<file path="src/rtl/alu_arbiter.sv">
// alu_arbiter: round-robin share of one combinational alu between two
// requesters, with registered operands and a registered result.
module alu_arbiter #(
  parameter int WIDTH = 32,
  parameter int CTRLW = 2
) (
  input  logic             clk,
  input  logic             reset,
  input  logic [1:0]       req_valid,
  output logic [1:0]       req_ready,
  input  logic [WIDTH-1:0] req_a0,
  input  logic [WIDTH-1:0] req_a1,
  input  logic [WIDTH-1:0] req_b0,
  input  logic [WIDTH-1:0] req_b1,
  input  logic [CTRLW-1:0] req_op0,
  input  logic [CTRLW-1:0] req_op1,
  output logic [1:0]       resp_valid,
  input  logic [1:0]       resp_ready,
  output logic [WIDTH-1:0] resp_result,
  output logic             resp_zero,
  output logic [WIDTH-1:0] alu_srca,
  output logic [WIDTH-1:0] alu_srcb,
  output logic [CTRLW-1:0] alu_ctrl,
  input  logic [WIDTH-1:0] alu_result,
  input  logic             alu_zero,
  output logic             busy
);

  typedef enum logic [1:0] {
    IDLE,
    EXEC,
    RESP
  } state_t;

  state_t state;
  state_t next_state;
  logic   last_grant;
  logic   owner;
  logic   gnt;
  logic   take;
  logic   done;

  assign gnt  = req_ready[1];
  assign take = (state == IDLE) && |(req_valid & req_ready);
  assign done = (state == RESP) && resp_ready[owner];
  assign busy = (state != IDLE);

  // State register.
  always_ff @(posedge clk or posedge reset) begin
    if (reset) begin
      state <= IDLE;
    end else begin
      state <= next_state;
    end
  end

  // Next state and round-robin ready; contention goes to the
  // requester that was not served last.
  always_comb begin
    next_state = state;
    req_ready  = 2'b00;
    unique case (state)
      IDLE: begin
        if (req_valid == 2'b11) begin
          req_ready = last_grant ? 2'b01 : 2'b10;
        end else begin
          req_ready = req_valid;
        end
        if (|(req_valid & req_ready)) begin
          next_state = EXEC;
        end
      end
      EXEC: begin
        next_state = RESP;
      end
      RESP: begin
        if (resp_ready[owner]) begin
          next_state = IDLE;
        end
      end
      default: begin
        next_state = IDLE;
      end
    endcase
  end

  // Operand capture on grant, result capture after the alu settles,
  // and response release on the owner's handshake.
  always_ff @(posedge clk or posedge reset) begin
    if (reset) begin
      alu_srca    <= '0;
      alu_srcb    <= '0;
      alu_ctrl    <= '0;
      owner       <= 1'b0;
      last_grant  <= 1'b1;
      resp_valid  <= 2'b00;
      resp_result <= '0;
      resp_zero   <= 1'b0;
    end else begin
      if (take) begin
        alu_srca   <= gnt ? req_a1 : req_a0;
        alu_srcb   <= gnt ? req_b1 : req_b0;
        alu_ctrl   <= gnt ? req_op1 : req_op0;
        owner      <= gnt;
        last_grant <= gnt;
      end
      if (state == EXEC) begin
        resp_result <= alu_result;
        resp_zero   <= alu_zero;
        resp_valid  <= owner ? 2'b10 : 2'b01;
      end
      if (done) begin
        resp_valid <= 2'b00;
      end
    end
  end

endmodule
</file>
<file path="config.mk">
export PLATFORM = sky130hd
export DESIGN_NAME = alu_arbiter
export DESIGN_NICKNAME = d
export VERILOG_FILES = /design/src/rtl/alu_arbiter.sv
export SDC_FILE = /design/constraint.sdc
export NUM_CORES = 1
export LEC_CHECK = 0
export BUFFER_PORTS_ARGS = -buffer_cell sky130_fd_sc_hd__buf_2
export CELL_PAD_IN_SITES_DETAIL_PLACEMENT = 0
export CELL_PAD_IN_SITES_GLOBAL_PLACEMENT = 1
export CORE_ASPECT_RATIO = 0.8
export CORE_UTILIZATION = 36
export CTS_BUF_LIST = sky130_fd_sc_hd__clkbuf_16
export DETAILED_ROUTE_END_ITERATION = 8
export PLACE_DENSITY = 0.9
export SLEW_MARGIN = 20
export SYNTH_ARGS = -nofsm -noshare
export SYNTH_HDL_FRONTEND = slang
export SYNTH_SLANG_ARGS = --single-unit
export TNS_END_PERCENT = 100
</file>
<file path="constraint.sdc">
create_clock -name clk -period 5.36 [get_ports clk]
set_input_delay 0.804 -clock clk [delete_from_list [all_inputs] [get_ports clk]]
set_output_delay 0.804 -clock clk [all_outputs]
set_load 0.01 [all_outputs]
</file>
==> results.md <==
- Final setup fails: 0
- Hold Path Class: reg -> reg
- Post-route DRC: 0
- Final hold violation count: 0
- Congestion Overflow GR: 0
- Antenna Nets Post-Route: 0
- Placer Congestion: 0.7991
- Half-perimeter wire length after placement: around 11000 um
- TritonRoute pass-1 iters: 4
- Wire length per cell: 17.43 um
- Largest net degree at the start of global routing: 71
- Setup bufs post-CTS: 0
- CTS resizes: 0
- Power share of the combinational group: 47.0%
- CP max FO: 67
- Nets: just under 900
- CP arrival: 2190 ps
- Dpl ws: roughly 2300 ps
- Max Freq: between 0.3 and 0.4 GHz
- Slew @ Worst Pin: between 1000 and 1500 ps
- Leakage: about 0.0035 uW
- PwrDens: approximately 590 nW/um2
- Initial DRC count: 290
- Seq/Total Area, Yosys: 50.74%
- Total negative setup slack: 0 ps
- I/O Pins: around 280
- Hold Crit Start: resp_result[8]
- Post-Syn Area: approximately 5200 um2
- # hold bufs at CTS: 0
- Unique masters post-synth: 25
- Fin worst setup slack: between 2000 and 2500 ps
- Worst rel slew slack: about a quarter
- Internal power: between 2000 and 2500 uW
- CTS Buf Count: 9
- Max Cap Viol: 0
- Max Buffers Root-to-Sink: 2
- RSZ-0062 raised after global routing: false
- Outcome: finished clean
- Peak supply drop: approximately 0.00029 V
- Yosys reg bits: 105
- TritonCTS clock tree: done
- Net Sw Power: between 1500 and 2000 uW
- Clk_lat worst skew: 350 ps
- Syn avg cell area: around 11 um2
- Period utilization: between 50% and 60%
- CP required: around 4600 ps
- Layout cells sized above 1: a little over two fifths
- ANT cells: 0
- Via count: a little under 5000
- Critical path startpoint category: primary input
- CTS HTree Levels: 3
- Die Y-Extent: around 110 um
- CTS root buf: clkbuf_16
- Final min period: roughly 3000 ps
- Clock Power Share: between 10% and 20%
- Crit path kind: in -> out
- Critical Path Start: req_valid[0]
- P&R area growth vs syn: 32.91%
- Max Slew Vio Count: 0
- Die area: 14880 um2
- Core area: between 10000 and 15000 um2
- Initial antenna violation count: 0
- First-pass GRT wire length: approximately 24000 um
- Clk pin slew, worst setup/hold paths: around 70 ps
- Gr usage total: 20.81%
- Vias in the first global route: around 4700
- Reg power frac: approximately 36%
- Max Clock Skew: 8.558 ps
- # clock sinks: approximately 110
- WL final: between 15000 and 20000 um
- Switch share: between 40% and 50%
- Syn Nets: 661
- Synthesis Warnings: 0
- Critical R2R Launch: state[1]
- Std-Cell Rows: 38
- DIE WIDTH: ~140 um
- Port Buffers: between 200 and 300
- Syn Inst Count: 490
- Vias per std cell: 5.403
- Initial Util: approximately 38%
- Critical Path Sink Type: output port
[power by group through the flow]
stage | logic (uW) | registers (uW) | clock network, uW
detailed placement | 1930 | 1470 | 0
global placement | 1860 | 1470 | 0
CTS | 1920 | 1470 | 686
global route | 2090 | 1510 | 716
finish | 1900 | 1470 | 669
floorplan | 1070 | 1610 | 0
[layout make-up]
| cell class | instances | area, um2 |
|---|---|---|
| timing repair buffer | 281 | 1424 |
| clock buffer | 9 | 225.2 |
| multi-input combinational | 322 | 2285 |
| fill | 1305 | 6902 |
| inverter | 5 | 21.27 |
| sequential | 105 | 2629 |
| clock inverter | 7 | 77.57 |
| tap | 180 | 225.2 |
[per-layer routing]
layer  part of all wire, %  vias up  track usage (%)  wire (um)
met5                     0        -                0          0
met4                  0.85        0            4.206        135
met3                   8.1       14            6.132       1290
met2                    47      250            33.83       7422
met1                    44     2332            27.54       6993
li1                      -     2315                -          -
[synthesized netlist by cell type (all sizes together)]
cell type    n  area, um2
buf         20      131.4
nand3        1      10.01
dfstp        1      26.28
nand3b       2      15.01
nor3b       66      495.5
a21oi        1      5.000
clkbuf      38      142.6
inv          5      18.76
a221oi       1      8.760
a211oi       1      7.510
nand4b       1      8.760
a221o       66      660.6
o21ai        4      23.77
a21o         2      15.01
nand2      103      386.6
nor2b        1      6.260
nand2b       2      12.51
and4        66      578.1
dfrtp      104       2603
nor2         5      26.27
[sequential cells by signal (all words and copies together) (netlist names)]
register,cells
alu_srcb,32
state,2
resp_zero,1
alu_srca,32
resp_valid,2
owner,1
last_grant,1
resp_result,32
alu_ctrl,2
[cell families (layout without fill, tap and decap cells)]
family | Yosys count | count (layout) | synth area share (%)
DFF | 105 | 105 | 50.74
AOI/OAI and AO/OA | 75 | 75 | 13.91
buffers and inverters | 63 | 302 | 5.651
and+or+nand+nor | 247 | 247 | 29.70
[worst max-delay path, stage by stage]
cell and delay (ps):
buf_2 150, nand2_2 780, nand3_2 150, inv_1 160
buf_2 140
[layout by cell type, fill, tap and decap left out, drive strengths merged, types with 2 or more instances in the layout]
| cell | instances |
|---|---|
| a21o | 2 |
| a221o | 66 |
| and4 | 66 |
| buf | 281 |
| clkbuf | 9 |
| clkinvlp | 2 |
| dfrtp | 104 |
| inv | 8 |
| nand2 | 103 |
| nand2b | 2 |
| nand3b | 2 |
| nor2 | 5 |
| nor3b | 66 |
| o21ai | 4 |
[through the flow]
step | total power [uW] | cell area, um2 | instances | utilization, % | hold slack, ps
after global placement | 3327 | 6579 | 893 | 47.71 | 452.6
after floorplan | 2681 | 5181 | 490 | - | 497.2
final | 4034 | 6887 | 909 | 49.95 | 471.7
after CTS | 4070 | 6887 | 909 | 49.95 | 476.4
after detailed placement | 3396 | 6584 | 893 | 47.75 | 458.0
after global routing | 4324 | 6887 | 909 | 49.95 | 486.2
[worst paths after layout]
check | slack (ps) | cells past startpoint | to
max | 2370 | 5 | req_ready[1]
min | 470 | 2 | resp_result[8]
max reg2reg | 2810 | 5 | alu_srcb[5]
min reg2reg | 470 | 2 | resp_result[8]
max in group asynchronous | 3640 | 3 | alu_srca[1]
min in group asynchronous | 550 | 2 | resp_result[14]
(Power assumes the default switching activity.)
